<file path="config.mk">
export PLATFORM = sky130hd
export DESIGN_NAME = fetch_unit
export DESIGN_NICKNAME = d
export VERILOG_FILES = /design/src/rtl/fetch_unit.sv
export SDC_FILE = /design/constraint.sdc
export NUM_CORES = 1
export LEC_CHECK = 0
export BUFFER_PORTS_ARGS = -buffer_cell sky130_fd_sc_hd__buf_4
export CAP_MARGIN = 10
export CORE_AREA = 2 2 96 98
export CTS_CLUSTER_DIAMETER = 100
export CTS_CLUSTER_SIZE = 8
export DETAILED_ROUTE_END_ITERATION = 16
export DIE_AREA = 0 0 98 100
export GPL_ROUTABILITY_DRIVEN = 0
export PLACE_DENSITY = 0.7
export SYNTH_ARGS = -nofsm -noshare
export SYNTH_HDL_FRONTEND = slang
export SYNTH_SLANG_ARGS = --single-unit
</file>
<file path="constraint.sdc">
create_clock -name clock -period 1.7 [get_ports clock]
set_input_delay 0.17 -clock clock [delete_from_list [all_inputs] [get_ports clock]]
set_output_delay 0.17 -clock clock [all_outputs]
set_load 0.1 [all_outputs]
</file>
<file path="src/rtl/fetch_unit.sv">
// Instruction fetch stage: samples the PC, fetches over a req/ack memory handshake and
// queues {instr, pc} pairs for decode. It owns the PC write-enable.
module fetch_unit #(
  parameter int ADDR_W    = 16,
  parameter int DATA_W    = 16,
  parameter int BUF_DEPTH = 2
) (
  input  logic              clock,
  input  logic              reset,
  input  logic [ADDR_W-1:0] pcIn,
  output logic              pcWriteOut,
  input  logic              flush,
  output logic              memReq,
  output logic [ADDR_W-1:0] memAddr,
  input  logic              memAck,
  input  logic [DATA_W-1:0] memData,
  output logic              instValid,
  output logic [DATA_W-1:0] instOut,
  output logic [ADDR_W-1:0] instPc,
  input  logic              instReady,
  output logic              busy
);

  localparam int CNT_W = $clog2(BUF_DEPTH + 1);
  localparam int PTR_W = (BUF_DEPTH > 1) ? $clog2(BUF_DEPTH) : 1;

  typedef enum logic [1:0] {
    IDLE    = 2'd0,
    REQ     = 2'd1,
    DISCARD = 2'd2
  } state_t;

  state_t            state;
  state_t            state_nxt;
  logic [ADDR_W-1:0] addr_reg;
  logic [CNT_W-1:0]  count;
  logic [PTR_W-1:0]  wr_ptr;
  logic [PTR_W-1:0]  rd_ptr;
  logic [DATA_W-1:0] instr_mem [BUF_DEPTH];
  logic [ADDR_W-1:0] pc_mem    [BUF_DEPTH];
  logic              launch;
  logic              push;
  logic              pop;

  // Pointers wrap explicitly so a non-power-of-two depth works.
  function automatic logic [PTR_W-1:0] ptr_inc(input logic [PTR_W-1:0] p);
    return (p == PTR_W'(BUF_DEPTH - 1)) ? '0 : p + 1'b1;
  endfunction

  // NOTE: every signal written here gets a default first, so no path leaves it unassigned
  // and no latch is inferred.
  always_comb begin
    state_nxt = state;
    launch    = 1'b0;
    push      = 1'b0;
    case (state)
      IDLE: begin
        // Space is reserved at launch, so a later push can never overflow.
        if (!flush && (count < CNT_W'(BUF_DEPTH))) begin
          launch    = 1'b1;
          state_nxt = REQ;
        end
      end
      REQ: begin
        if (flush) begin
          state_nxt = memAck ? IDLE : DISCARD;
        end else if (memAck) begin
          push      = 1'b1;
          state_nxt = IDLE;
        end
      end
      DISCARD: begin
        if (memAck) state_nxt = IDLE;
      end
      default: state_nxt = IDLE;
    endcase
  end

  assign pop        = instValid && instReady;
  assign pcWriteOut = flush || push;
  assign memReq     = (state != IDLE);
  assign busy       = (state != IDLE);
  assign memAddr    = addr_reg;
  assign instValid  = (count != '0);
  assign instOut    = instr_mem[rd_ptr];
  assign instPc     = pc_mem[rd_ptr];

  // NOTE: sequential state uses non-blocking assignments only, so every flop samples
  // pre-edge values regardless of block ordering.
  always_ff @(posedge clock or negedge reset) begin
    if (!reset) begin
      state    <= IDLE;
      addr_reg <= '0;
    end else begin
      state <= state_nxt;
      if (launch) addr_reg <= pcIn;
    end
  end

  // NOTE: the FIFO storage is reset because the head is visible on instOut/instPc even
  // when empty and must read as 0 after reset.
  always_ff @(posedge clock or negedge reset) begin
    if (!reset) begin
      count  <= '0;
      wr_ptr <= '0;
      rd_ptr <= '0;
      for (int i = 0; i < BUF_DEPTH; i++) begin
        instr_mem[i] <= '0;
        pc_mem[i]    <= '0;
      end
    end else if (flush) begin
      count  <= '0;
      wr_ptr <= '0;
      rd_ptr <= '0;
    end else begin
      if (push) begin
        instr_mem[wr_ptr] <= memData;
        pc_mem[wr_ptr]    <= addr_reg;
        wr_ptr            <= ptr_inc(wr_ptr);
      end
      if (pop) rd_ptr <= ptr_inc(rd_ptr);
      case ({push, pop})
        2'b10:   count <= count + 1'b1;
        2'b01:   count <= count - 1'b1;
        default: count <= count;
      endcase
    end
  end

endmodule
</file>
# Word level (Yosys, flattened, before mapping)
# Index checks and enable logic that the tools add are counted.
# word_totals
reg_bits,86
latch_bits,0
mem_bits_rw,0
romBits,0
inputBits,37
output_inout_bits,52
memories,0
# classes
addsub,4
multipliers,0
n_div,0
n_lt_le_gt_ge,4
n_eq_ne,5
n_shift,0
n_mux,28
bitwise,3
n_reduce_logical,12
# op_table
operator,count
16-bit two-way mux,7
32-bit bitwise mux,2
16-bit demux with 1-bit select,1
1-bit two-way mux,11
2-bit two-way mux,5
2-bit nonzero test,4
2-bit case mux with 3 select lines,1
2-bit by 1-bit == test with 1-bit output (second input constant),2
2-bit == test (second input constant),2
2-bit greater-or-equal comparator (second input constant),2
1-bit NOT with 2-bit output,2
2-bit case mux with 2 select lines,1
1-bit logical AND,3
3-bit nonzero test,1
1-bit adder (second input constant),2
2-bit by 1-bit adder with 2-bit output (second input constant),1
2-bit zero test,1
2-bit by 1-bit < comparator with 1-bit output (second input constant),1
2-bit < comparator (second input constant),1
2-bit inequality test (second input constant),1
2-bit AND reduction,1
2-bit by 1-bit subtractor with 2-bit output (second input constant),1
1-bit zero test,1
1-bit logical OR,1
1-bit NOT,1

# Depth between registers and ports, before layout
# depth
ltp_word,6
depth_mapped,5

# Least setup slack after synthesis
# No wires, ideal clock.
# synth_path
kind,register to output
startpoint,register rd_ptr
endpoint,output port instOut[11]
arrival_time_ns,1.458
t_required_ns,1.530
slack_ns,0.072
stages_incl_launch_ff,4
cell_sequence,dfrtp_1 clkbuf_1 clkbuf_1 mux2_2
# synth_via
elab_chain_cells,4
# synth_rtl
item,line_no,rtl
"start, declared",38,logic [PTR_W-1:0] rd_ptr;
"start signal, assigned",121,if (pop) rd_ptr <= ptr_inc(rd_ptr);
1-bit NOT with 2-bit output (not written as such),85,assign instOut = instr_mem[rd_ptr];
16-bit two-way mux (not written as such) (3 in a row),85,
"end, declared",18,"output logic [DATA_W-1:0] instOut,"
# No other way between the ends. The select of a mux whose other input is x is not followed.

# Worst setup path after layout
# layout_path
startpoint,register rd_ptr
endpoint,output port instPc[4]
# layout_via
elab_chain_cells,4
# layout_rtl
item,line_no,rtl
1-bit NOT with 2-bit output (not written as such),86,assign instPc = pc_mem[rd_ptr];
16-bit two-way mux (not written as such) (3 in a row),86,
"end, declared",19,"output logic [ADDR_W-1:0] instPc,"
# No other way between the ends. The select of a mux whose other input is x is not followed.

==> summary.md <==
| Metric | Value |
|---|---|
| Max-slew violation count | 0 |
| Sequential cell area | 2150 µm² |
| Top cells by area in the synthesized netlist | dfrtp_1, mux2_2, mux2_4, buf_6, buf_4 |
| Synth Area in Adders | 0% |
| Data required, critical path | 1530 ps |
| Wire per inst | 16.4 µm |
| Highest clock frequency the design can meet | 584 MHz |
| Largest family of logic cells by synthesized area | multiplexers |
| Clock tree root buffer cell | clkbuf_8 |
| Area share of the leading cell type in the synthesized netlist | 56.5% |
| Unique masters post-synth | 25 |
| Post-route ant nets | 0 |
| Net count after synthesis | 275 |
| Critical path's slowest cell | dfrtp_2 |
| Cell Count Post-Placement | 436 |
| Remaining design rule violation count | 0 |
| Worst setup SP type | register |
| First-pass GRT wire length | 12.6 mm |
| YS warnings | 0 |
| Total overflow reported by the global router | 0 |
| # diodes | 0 |
| Least-Margin Pin Slew | 423 ps |
| Filler Cells Inserted | 713 |
| Total number of vias | 2250 |
| Relative area change from synthesis to final layout | 34.6% |
| Number of global-route vias before repair | 2424 |
| Post-synthesis simple-gate area fraction | 3.41% |
| Syn Inst Count | 238 |
| Clock transition time at the flip-flop clock pins of the worst setup and hold paths | 90 ps |
| Ratio of cells with drive above 1 in the final layout | 68.5% |
| Post-synthesis compound-gate area fraction | 0.952% |
| Crit Path Max Fanout | 8 |
| Post-route total power | 9.61 mW |
| Layout Cells excl Fill | 457 |
| CP endpoint kind | output pin |
| Vert. Die Dim | 100 µm |
| Combined global-route utilization of all metal layers | 16.1% |
| Antenna violations before repair | 0 |
| CTS HTree Levels | 3 |
| Proportion of synthesized flip-flops having asynchronous set or reset | 100% |
| Cell type with the largest total area after synthesis | dfrtp_1 |
| Final Setup Violations | 6 |
| Post-route worst setup slack | -13.1 ps |
| Cell type with the highest occurrence count on the critical path | buf_12 |
| Worst min-delay path class | input pin to register |
| Max-capacitance violation count | 0 |
| Sinks on the clock net | 86 |
| Worst skew pair latency | 350 ps |
| Maximum resistive drop on vdd | 1380 µV |
| Leakage dissipation | 2.42 nW |
| Final hold violation count | 0 |
| Most common library cells after synthesis | dfrtp_1, mux2_2, mux2_4 |
| Std-Cell Core Area | 8890 µm² |
| Total half-perimeter wirelength after legalization and detailed placement | 5.05 mm |
| RSZ-0062 raised after global routing | yes |
| Post-Route WL | 7.49 mm |
| Mux contribution to synthesized area | 36.2% |
| Number of detailed-route iterations in the first pass | 3 |
| Critical path start-end classification | register to output pin |
| Result of the run | complete, but fails checks |
| Total power per unit cell area | 1870 nW/µm² |
| Crit path cell chain | buf_12 -> buf_16 -> mux2_4 -> buf_12 |
| Arrival time of data at the critical path endpoint | 1540 ps |
| Initial Utilization | 42.9% |
| Post-synth design cell area | 3810 µm² |
| Post-detailed-route via-to-cell ratio | 4.92 |
| Synthesized area divided by synthesized cell count | 16.0 µm² |
| Most numerous cell in the Yosys netlist | dfrtp_1 |
| CTS max path bufs | 2 |
| Max stage delay on crit path | 440 ps |
| Overall die width | 98 µm |
| Rel. slew slack | 71.1% |
| Share of the yosys chip area belonging to registers | 56.5% |
| Violations in the final reports | negative setup slack |
| Sequential group share of total power | 30.9% |
| Area of the multi-input gates | 1560 µm² |
| Ports placed on the boundary | 89 |
| Most common flop cell mapped by yosys | dfrtp_1 |
| Power share of the clock group | 15.2% |
| EDFF count, synth | 0 |
| Pin count of the biggest net entering global routing | 46 |
| Period Utilization, post-route | 101% |
| Crit path time final | 1710 ps |
| Net Sw Power | 4.64 mW |
| TritonCTS clock tree | yes |
| Worst setup skew after layout | 10.3 ps |
| Port Buffer Count | 88 |
| Number of cell rows | 35 |
| Internal Power | 4.98 mW |
| Total of flip-flops plus latches after synthesis | 86 |
| Number of buffers created by CTS | 9 |
| Nets@finish | 378 |
| Number of design-rule violations left by the first detailed-router iteration | 46 |
| Fraction of power spent switching nets | 48.2% |
| Comb pwr share | 54.0% |
| Share of the synthesized netlist area taken by xor and xnor gates | 0.230% |
| Die Footprint | 9800 µm² |
## state kept, by name (all words and copies together), names as in the netlist
register / count
instr_mem: 32
pc_mem: 32
memAddr: 16
count: 2
state: 2
rd_ptr: 1
wr_ptr: 1
## power groups by stage
stage	Sequential, mW	Combinational [mW]	Clock (mW)
floorplan	3.47	3.46	0
finish	2.97	5.19	1.46
global route	3.06	5.36	1.60
CTS	2.97	5.13	1.51
detailed placement	3.00	4.90	0
global placement	2.97	4.86	0
## worst max-delay path, delay by kind of cell, from the launching register on
family / cells / cell delay [ps]
DFF: 1 / 440
muxes: 1 / 310
buffers and inverters: 3 / 440
## layer usage
layer  routed length (µm)  global-route usage [%]
met1                 3550                    22.6
met2                 3390                    24.1
met3                  445                    5.36
met4                   99                    4.91
met5                    0                       0
## cell families after synthesis
family                 Yosys count
AO/OA/AOI/OAI                    6
XOR/XNOR                         1
buffers and inverters           15
flip-flops                      86
multiplexers                   113
AND/OR/NAND/NOR                 17
## final cells by class
| type | instances | area share, % |
|---|---|---|
| flip-flops and latches | 86 | 42.0 |
| clock buffers | 10 | 2.49 |
| repair buffers | 106 | 20.9 |
| multi-input cells | 137 | 30.5 |
| clock inverters | 6 | 1.34 |
| inverters | 1 | 0.0732 |
| well taps | 111 | 2.71 |
## cell usage in the layout (no fill, tap or decap), types with 2 or more instances in the layout
master / instances
buf_4: 59
dfrtp_1: 85
inv_6: 3
nor2_1: 2
buf_12: 10
clkbuf_8: 9
mux2_1: 2
or2_2: 2
dlygate4sd3_1: 2
buf_6: 34
mux2_4: 30
mux2_2: 81
nand2b_1: 2
nor2b_1: 3
a21oi_1: 3
## path summary, 6_finish.rpt
check / from / endpoint / slack [ps] / depth (start not counted)
worst min-delay path: memData[3] / instr_mem[3] / 40 / 2
worst max-delay path: rd_ptr / instPc[4] / -10 / 4
worst max register to register: state[1] / pc_mem[17] / 90 / 4
max in group asynchronous: reset / pc_mem[27] / 830 / 3
min in group asynchronous: reset / count[1] / 260 / 2
worst min register to register: instr_mem[2] / instr_mem[2] / 490 / 1
## repair_timing
| action | CTS | global route |
|---|---|---|
| cloned | 1 | 0 |
| hold buffers | 2 | 0 |
| endpoints found under the setup margin | 33 | 34 |
| setup buffers | 1 | 1 |
| hold endpoints to repair | 19 | 0 |
| gates resized for setup | 27 | 14 |
## metrics by stage
step	setup WS [ps]	hold slack, ps	setup TNS, ps	utilization (%)	area (µm²)
after global placement	141	67.1	0	53.0	4710
after global routing	-71.0	23.0	-1070	57.7	5130
final	-13.1	44.4	-31.3	57.7	5130
after CTS	-30.3	30.6	-406	57.0	5070
after floorplan	71.8	-126	0	-	3810
after detailed placement	118	69.8	0	53.0	4710
Power figures use the tool's default switching activity.
